`config.mk`:
```
export PLATFORM = sky130hd
export DESIGN_NAME = pix_to_cell
export DESIGN_NICKNAME = d
export VERILOG_FILES = /design/src/rtl/tron_pkg.sv /design/src/rtl/pix_to_cell.sv
export SDC_FILE = /design/constraint.sdc
export NUM_CORES = 1
export LEC_CHECK = 0
export ABC_AREA = 1
export BUFFER_PORTS_ARGS = -buffer_cell sky130_fd_sc_hd__buf_4
export CAP_MARGIN = 30
export CORE_AREA = 2 2 39 41
export DETAILED_ROUTE_END_ITERATION = 8
export DIE_AREA = 0 0 41 43
export SLEW_MARGIN = 30
export SYNTH_ARGS = -nofsm -noshare
export SYNTH_HDL_FRONTEND = slang
export SYNTH_SLANG_ARGS = --single-unit
```
`constraint.sdc`:
```
create_clock -name vclk -period 0.8
set_input_delay 0.08 -clock vclk [all_inputs]
set_output_delay 0.08 -clock vclk [all_outputs]
set_load 0.005 [all_outputs]
```
`src/rtl/tron_pkg.sv`:
```
// Shared types and constants for the trail-collision reader: grid geometry,
// VRAM colour words, verdict encoding and checker FSM states.
package tron_pkg;

   localparam int unsigned GRID_DIM   = 75;
   localparam int unsigned CELL_SHIFT = 3;

   localparam logic [23:0] COLOR_EMPTY = 24'h000000;
   localparam logic [23:0] COLOR_P1    = 24'h0000FF;
   localparam logic [23:0] COLOR_P2    = 24'hFF0000;

   // Encoded as the surviving player: a lone p1 crash means p2 wins.
   typedef enum logic [1:0] {
      W_NONE = 2'b00,
      W_P1   = 2'b01,
      W_P2   = 2'b10,
      W_DRAW = 2'b11
   } winner_t;

   typedef enum logic [2:0] {
      S_IDLE   = 3'd0,
      S_RD_P1  = 3'd1,
      S_RD_P2  = 3'd2,
      S_WAIT   = 3'd3,
      S_DECIDE = 3'd4,
      S_OVER   = 3'd5
   } state_t;

endpackage

```
`src/rtl/pix_to_cell.sv`:
```
// Maps a pixel position to its grid cell and flags positions outside the play field.
module pix_to_cell #(
   parameter int unsigned BORDER_OFFSET = 100,
   parameter int unsigned FIELD_W       = 600,
   parameter int unsigned FIELD_H       = 600,
   parameter int unsigned CELL_SHIFT    = tron_pkg::CELL_SHIFT
) (
   input  logic [9:0] px,
   input  logic [9:0] py,
   output logic [6:0] cx,
   output logic [6:0] cy,
   output logic       oob
);

   logic [9:0] rel_x_s;

   // Left-of-border positions wrap here; oob covers them, the cell is don't-care.
   assign rel_x_s = px - 10'(BORDER_OFFSET);
   assign cx      = 7'(rel_x_s >> CELL_SHIFT);
   assign cy      = 7'(py >> CELL_SHIFT);
   assign oob     = (px < 10'(BORDER_OFFSET))
                  | (px >= 10'(BORDER_OFFSET + FIELD_W))
                  | (py >= 10'(FIELD_H));

endmodule

```
==> run metrics, run 1 <==
status=complete, but fails checks; failing checks=setup timing; P_sw=0.136 mW; mapped cell area=289 sq um; Syn Nets=74; WHS Endpoint=cy[4]; cts hold-fix bufs=0; Seq/Total Area, Yosys=0%; Synth top cells by count=nand2_1 (13), inv_1 (8), buf_4 (7); GRT overflow=0; Clock power frac=0%; Static Leakage=0.340 nW; CP endpoint kind=primary output; Die X=41 um; number of I/O port buffers=30; core area=1380 sq um; Total Die Area=1760 sq um; period utilization=110%; worst-margin pin slew=0.220 ns; CP startpoint kind=input port; cell-internal power=0.193 mW; pwr dens=532 nW/um^2; Adder-Cell Fraction of Synth Area=8.66%; Unique masters post-synth=12; # diodes=0; routability congestion estimate=0.726; Synth area leaders=buf_4 (18%), nand2_1 (17%), inv_1 (10%); drt pass-1 iters=2; switch share=41.3%; hold wc startpoint=py[7]; drt via density=4.18; Worst VDD drop=206 uV; CP Cell Sequence=buf_8 -> inv_4 -> ha_4 -> nand2_4 -> nand2_4 -> nand2_4 -> xor2_2 -> buf_4; layout net count=104; Max Clk Rate=1140 MHz; largest net degree at the start of global routing=6; final-layout clock buffer total=0; DRC=0; Sequential Area=0 sq um; worst path arrival time=0.80 ns; Final Cell Area=617 sq um; Metal-1 WL=240 um; share of cells above drive strength 1=62.5%; first-pass GRT wire length=1130 um; routed wire length=802 um; mux cell area share after synthesis=0%; FFs & Latches=0; Reg power frac=0%; highest routing layer actually used=met3; Post-Synthesis Cells=52; Final Hold Viols=0; most frequent CP cell=nand2_4; via count=401; number of max-cap violations=0; die height=43 um; Yosys top cell by area=buf_4; Final min period=0.881 ns; compound-cell area share of the yosys netlist=5.19%; Setup WS post-layout=-0.0810 ns; area grow syn2layout=113%; setup TNS=-0.308 ns; Req. time, crit path=0.72 ns; vias in the first global route=317; Avg Inst Size Synth=5.56 sq um; Gate power share=100.0%; GRT Total Usage=8.60%; drt wl/cell=8.35 um; placement-stage cell area=519 sq um; Worst Path Max Fanout=3; I/O pin count=35; Post-Synth XOR/XNOR Area=14.7%; hpwl dp=637 um; Post-DRT Antenna Nets=0; Final setup viols=6; largest family of logic cells by synthesized area=simple AND/OR/NAND/NOR gates; Hold WC Path Type=in2out; Slew Limit Fails=0; share of the synthesized area in the top cell type=18.2%; RSZ-0062 raised after global routing=yes; max incr delay on CP=0.14 ns; met2 WL=426 um; Post-Synth Simple-Gate Area=40.3%; Setup Fix Bufs, Post-CTS=0; Starting Density=20.9%; most frequent cell after synthesis=nand2_1; WL met3=134 um; hold depth=2; initial antenna violation count=0; worst hold slack=0.336 ns; synth warn=0; kind of critical path=in2out; Iter 0 DRT Violations=2; CP max stage cell=ha_4; Cell Rows=14; Slew headroom=85.3%
routing by layer:
layer	up-vias	GRT usage, %
li1	204	-
met5	-	0
met2	24	17.2
met1	173	8.89
met4	0	0
met3	0	1.57
worst max path at each step:
stage,from,end,slack (ns),cells past startpoint
after floorplan,px[2],cx[5],0.03,6
after global placement,px[2],cx[5],-0.18,8
after detailed placement,px[2],cx[5],-0.20,8
after CTS,px[3],cx[5],-0.09,8
after global routing,px[2],cx[5],-0.12,8
final,px[2],cx[5],-0.08,8
layout make-up:
class                      count  area, sq um
fill                         146          767
inverter                      10         47.5
tap                           16         20.0
timing repair buffer          35          285
multi-input combinational     35          264
what timing repair did:
action,CTS,global route
gates resized for setup,10,14
pin swaps,4,9
endpoints found under the setup margin,7,7
power groups by stage:
| stage | Sequential, mW | Clock [mW] | Combinational (mW) |
|---|---|---|---|
| floorplan | 0 | 0 | 0.119 |
| global placement | 0 | 0 | 0.278 |
| detailed placement | 0 | 0 | 0.279 |
| CTS | 0 | 0 | 0.298 |
| global route | 0 | 0 | 0.367 |
| finish | 0 | 0 | 0.328 |
cells by family after synthesis:
family / after synthesis
buffers and inverters: 17
AO/OA/AOI/OAI: 3
adder cells (fa/ha/maj): 2
AND/OR/NAND/NOR: 26
XOR/XNOR: 4
through the flow:
stage                     setup WS, ns  utilization, %  power, mW  cells
after CTS                      -0.0879            39.9      0.298     96
final                          -0.0810            44.6      0.328     96
after global placement          -0.181            37.5      0.278     96
after floorplan                 0.0319               -      0.119     52
after detailed placement        -0.196            37.5      0.279     96
after global routing            -0.116            44.6      0.367     96
layout by cell type, fill, tap and decap left out, drive strengths merged:
cell type / count
a21oi: 3
buf: 35
ha: 2
inv: 10
nand2: 16
nand3: 5
nor2: 5
xor2: 4
critical path, delay by kind of cell:
family,cells,cell delay (ns)
AND/OR/NAND/NOR,3,0.17
buffers and inverters,3,0.29
adder cells (fa/ha/maj),1,0.14
XOR/XNOR,1,0.13
Power figures use the tool's default switching activity.
==> run 2: changes to the inputs <==
--- a/config.mk
+++ b/config.mk
@@ -5,7 +5,6 @@
 export SDC_FILE = /design/constraint.sdc
 export NUM_CORES = 1
 export LEC_CHECK = 0
-export ABC_AREA = 1
 export BUFFER_PORTS_ARGS = -buffer_cell sky130_fd_sc_hd__buf_4
 export CAP_MARGIN = 30
 export CORE_AREA = 2 2 39 41
==> constraint.sdc (replaced) <==
create_clock -name vclk -period 1
set_input_delay 0.1 -clock vclk [all_inputs]
set_output_delay 0.1 -clock vclk [all_outputs]
set_load 0.005 [all_outputs]
==> run 2 against run 1 <==
Effect of this change: the run still ends with setup timing left; routed wire length decreased by 7.9%; highest routed layer unchanged; flip-flop and latch count unchanged; final area shrank 7.1%; first-iteration DRC count is 100% lower; count of clock-buffer cells in the layout is the same; largest cell class unchanged; die area did not move; combinational power decreased by 21%.
==> run metrics, run 2 <==
Req. time, crit path=0.90 ns (+0.18 ns); status=complete, but fails checks; Slew headroom=84.3% (-0.96 points); mapped cell area=246 sq um (-15%); Synth top cells by count=buf_4 (7), inv_1 (4), nand2_1 (3), xnor2_1 (3), xor2_1 (3); Post-DRT Antenna Nets=0 (unchanged); Gate power share=100.0% (about the same); synth warn=0 (unchanged); cell-internal power=0.163 mW (-16%); Unique masters post-synth=18 (+6); GR Util met3=0% (-1.6 points); share of cells above drive strength 1=72.6% (+10 points); Die X=41 um (unchanged); GRT busiest layer=met2; Final min period=1.05 ns; initial antenna violation count=0 (unchanged); commonest cells after routing, fill and taps aside=buf_4 (29), buf_6 (4), nand2_1 (3), xnor2_1 (3), xor2_1 (3); area grow syn2layout=132%; layout net count=86 (-17%); routability congestion estimate=0.666 (-8.2%); Synth area leaders=buf_4 (21%), xnor2_1 (11%), xor2_1 (11%); routed wire length=739 um (-7.9%); vias in the first global route=292 (-7.9%); Worst Path Max Fanout=2 (-1); Worst path top cell family by delay=simple AND/OR/NAND/NOR gates; most common cell after layout, fill and taps aside=buf_4; Post-Synthesis Cells=34 (-35%); share of the synthesized area in the top cell type=21.3% (+3.1 points); CP endpoint kind=primary output; max incr delay on CP=0.36 ns (+0.22 ns); Reg power frac=0% (unchanged); Yosys top cell by area=buf_4; Sequential Area=0 sq um (unchanged); M1 GR Usage=9.81% (+0.92 points); largest net degree at the start of global routing=7 (+1); RSZ-0062 raised after global routing=yes; FFs & Latches=0 (unchanged); Static Leakage=0.277 nW (-18%); Max Clk Rate=954 MHz; drt pass-1 iters=1 (-1); pwr dens=453 nW/um^2 (-15%); Worst VDD drop=181 uV (-12%); most frequent cell after synthesis=buf_4; Cell Rows=14 (unchanged); GRT overflow=0 (unchanged); Layout Cells excl Fill=78 (-19%); switch share=37.4% (-3.9 points); number of I/O port buffers=30 (unchanged); Seq/Total Area, Yosys=0% (unchanged); Setup WS post-layout=-0.0484 ns (+0.0326 ns); WP buf/inv=2 (-1); CP startpoint kind=input port; Avg Inst Size Synth=7.25 sq um (+30%); Iter 0 DRT Violations=0 (-2); Total Die Area=1760 sq um (unchanged); CP Cell Sequence=buf_6 -> or3_1 -> a31o_1 -> o2111ai_2 -> buf_4; Hold WC Path Type=in2out; placed cell count=78 (-19%); Final setup viols=1 (-5); CP Launch Point=px[8]; drt wl/cell=9.47 um (+13%); # diodes=0 (unchanged); failing checks=setup timing; drt via density=4.31 (+3.1%); worst path arrival time=0.95 ns (+0.15 ns); period utilization=105%; Clock power frac=0% (unchanged); via count=336 (-16%); core area=1380 sq um (unchanged); GRT Total Usage=7.99% (-0.61 points); number of max-cap violations=0 (unchanged); worst-margin pin slew=0.235 ns (+0.0147 ns); I/O pin count=35 (unchanged); die height=43 um (unchanged); Final Hold Viols=0 (unchanged); Syn Nets=56 (-24%); P_sw=0.0971 mW (-28%); Slew Limit Fails=0 (unchanged); first-pass GRT wire length=1080 um (-4.9%); Starting Density=17.8% (-3.1 points); CP max stage cell=or3_1; hold wc startpoint=py[3]; final-layout clock buffer total=0 (unchanged); placement-stage cell area=477 sq um (-8.2%); hpwl dp=600 um (-5.8%); met2 Use GR=15.3% (-1.9 points); kind of critical path=in2out; DRC=0 (unchanged); Final Cell Area=573 sq um (-7.1%)
run 2: changes by cell type after synthesis, sizes merged, moves of 2 or more:
| cell | previous run | this run |
|---|---|---|
| nand3 | 5 | 1 |
| nand2 | 16 | 3 |
| xnor2 | 0 | 3 |
| nor2 | 5 | 1 |
| a31o | 0 | 2 |
| a21oi | 3 | 0 |
| inv | 10 | 4 |
run 2: per-stage QoR:
step	util (%)	worst slack (ns)	hold WS [ns]	TNS, ns	total power [mW]
global placement	34.4	-0.116	0.376	-0.258	0.218
global route	41.4	-0.0964	0.382	-0.160	0.284
floorplan	-	0.145	0.255	0	0.0804
CTS	40.0	-0.0630	0.376	-0.0630	0.252
detailed placement	34.4	-0.134	0.377	-0.291	0.218
finish	41.4	-0.0484	0.375	-0.0484	0.260
run 2: cell families after synthesis:
family / count (synthesis) / share of synthesized area (%)
buf+inv: 11 / 27.4
simple gates: 8 / 15.2
compound gates: 7 / 25.9
fa+ha+maj: 2 / 10.2
xor+xnor: 6 / 21.3
run 2: worst paths after layout:
kind / endpoint / cells after the start / slack (ns)
worst max-delay path: oob / 5 / -0.05
worst min-delay path: cy[0] / 2 / 0.38
run 2: repair_timing:
action                                  CTS  global route
gates resized for setup                  14             7
pin swaps                                 9             5
hold buffers                              0             0
setup buffers                             1             0
endpoints found under the setup margin    4             4
run 2: routing by layer:
layer  vias up  share of wire (%)
li1        167                  -
met1       145                 34
met2        24                 48
met3         0                 18
met4         0                  0
met5         -                  0
run 2: final cells by class:
| cell class | instances | area, sq um |
|---|---|---|
| fill | 143 | 811 |
| timing repair buffer | 35 | 293 |
| multi-input combinational | 23 | 240 |
| inverter | 4 | 20.0 |
| tap | 16 | 20.0 |
run 2: power by group through the flow:
stage,Combinational (mW),Clock (mW),Sequential (mW)
finish,0.260,0,0
global route,0.284,0,0
CTS,0.252,0,0
detailed placement,0.218,0,0
global placement,0.218,0,0
floorplan,0.0804,0,0
==> run 3: changes to the inputs <==
--- a/config.mk
+++ b/config.mk
@@ -5,11 +5,11 @@
 export SDC_FILE = /design/constraint.sdc
 export NUM_CORES = 1
 export LEC_CHECK = 0
-export BUFFER_PORTS_ARGS = -buffer_cell sky130_fd_sc_hd__buf_4
 export CAP_MARGIN = 30
 export CORE_AREA = 2 2 39 41
 export DETAILED_ROUTE_END_ITERATION = 8
 export DIE_AREA = 0 0 41 43
+export DONT_BUFFER_PORTS = 1
 export SLEW_MARGIN = 30
 export SYNTH_ARGS = -nofsm -noshare
 export SYNTH_HDL_FRONTEND = slang
==> constraint.sdc (replaced) <==
create_clock -name vclk -period 1
set_input_delay 0.1 -clock vclk [all_inputs]
set_output_delay 0.1 -clock vclk [all_outputs]
set_load 0.01 [all_outputs]
==> run 3 against run 2 <==
Effect of this change: the run now ends clean; utilization is 24 points lower; critical path type unchanged; setup slack improved by 0.14 ns; count of clock-buffer cells in the layout unchanged; largest power group unchanged; critical path depth did not move; sequential share of layout area is the same; critical endpoint is now cx[5]; worst hold slack got worse by 0.18 ns; largest cell class is now multi-input gates; final area is 58% lower.
==> run metrics, run 3 (synthesized netlist as in run 2, its figures left out) <==
status=finished, final reports clean; die height=43 um (unchanged); Layout Cells excl Fill=45 (-42%); Worst Path Max Fanout=4 (+2); layout net count=53 (-38%); cts hold-fix bufs=0 (unchanged); placement-stage cell area=221 sq um (-54%); Static Leakage=0.0956 nW (-66%); commonest cells after routing, fill and taps aside=nand2_1 (3), xnor2_1 (3), xor2_1 (3); hpwl dp=479 um (-20%); number of max-cap violations=0 (unchanged); share of cells above drive strength 1=24.1% (-48 points); period utilization=91.2% (-14 points); CP Launch Point=px[3]; routed wire length=552 um (-25%); Fill cells=160 (+12%); Hold WC Path Type=in2out; post-layout util=17.5% (-24 points); vias in the first global route=175 (-40%); GRT overflow=0 (unchanged); Slew Limit Fails=0 (unchanged); RSZ-0062 raised after global routing=no; setup TNS=0 ns (+0.0484 ns); hold wc startpoint=py[9]; worst-margin pin slew=0.313 ns (+0.0786 ns); kind of critical path=in2out; Total Die Area=1760 sq um (unchanged); DRC=0 (unchanged); Post-DRT Antenna Nets=0 (unchanged); area grow syn2layout=-2.03%; placed cell count=44 (-44%); pwr dens=367 nW/um^2 (-19%); Die X=41 um (unchanged); Worst VDD drop=131 uV (-28%); CP startpoint kind=input port; via count=209 (-38%); drt via density=4.64 (+7.8%); Final Cell Area=241 sq um (-58%); Setup WS pre-CTS=0.00530 ns (+0.139 ns); # diodes=0 (unchanged); Req. time, crit path=0.90 ns (about the same); Cell Rows=14 (unchanged); routability congestion estimate=0.675 (+1.3%); Final setup viols=0 (-1); drt wl/cell=12.3 um (+29%); initial antenna violation count=0 (unchanged); Setup WS post-layout=0.0876 ns (+0.136 ns); Max Clk Rate=1100 MHz (+15%); drt pass-1 iters=3 (+2); Final min period=0.912 ns (-0.136 ns); core area=1380 sq um (unchanged); final-layout clock buffer total=0 (unchanged); Slew headroom=79.0% (-5.4 points); CP endpoint kind=primary output; total power=0.0885 mW (-66%); FFs & Latches=0 (unchanged); worst path arrival time=0.81 ns (-0.14 ns); largest net degree at the start of global routing=7 (unchanged); Sequential Area=0 sq um (unchanged); Iter 0 DRT Violations=2 (+2); number of I/O port buffers=0 (-100%); worst hold slack=0.200 ns (-0.175 ns); I/O pin count=35 (unchanged); first-pass GRT wire length=710 um (-34%); Final Hold Viols=0 (unchanged); Starting Density=17.8% (unchanged); GRT Total Usage=5.49% (-2.5 points)
[run 3: cell count changes in the layout (fill, tap and decap cells not counted), moves of 2 or more]
cell   change
buf_6      -4
buf_4     -27
inv_4      -2
buf_8      -2
inv_2      +2
[run 3: layer usage]
layer / vias up / GRT usage, % / routed length [um]
met1: 86 / 6.33 / 183
met2: 22 / 9.06 / 261
met4: 0 / 0.667 / 0
met3: 0 / 2.62 / 107
met5: - / 0 / 0
li1: 101 / - / -
[run 3: repair_timing]
item                                    in CTS  in global routing
endpoints found under the setup margin       0                  1
buffers inserted                             0                  1
gates resized for setup                      0                  4
[run 3: critical path, stage by stage]
cell      delay, ns
inv_2          0.05
ha_4           0.13
nand2b_1       0.08
a31oi_1        0.19
xor2_1         0.27
[run 3: report_power, final]
group          total, mW  internal [mW]  switching (mW)
clock                  0              0               0
sequential             0              0               0
combinational     0.0885         0.0400          0.0485
total             0.0885         0.0400          0.0485
[run 3: layout make-up]
| class | instances | area (sq um) | area share, % |
|---|---|---|---|
| Tap cell | 16 | 20.0 | 8.29 |
| Inverter | 4 | 15.0 | 6.22 |
| Timing Repair Buffer | 2 | 15.0 | 6.22 |
| Multi-Input combinational cell | 23 | 191 | 79.3 |
[run 3: path summary, 6_finish.rpt]
kind | cells after the start | end
min | 0 | cy[6]
max | 5 | cx[5]
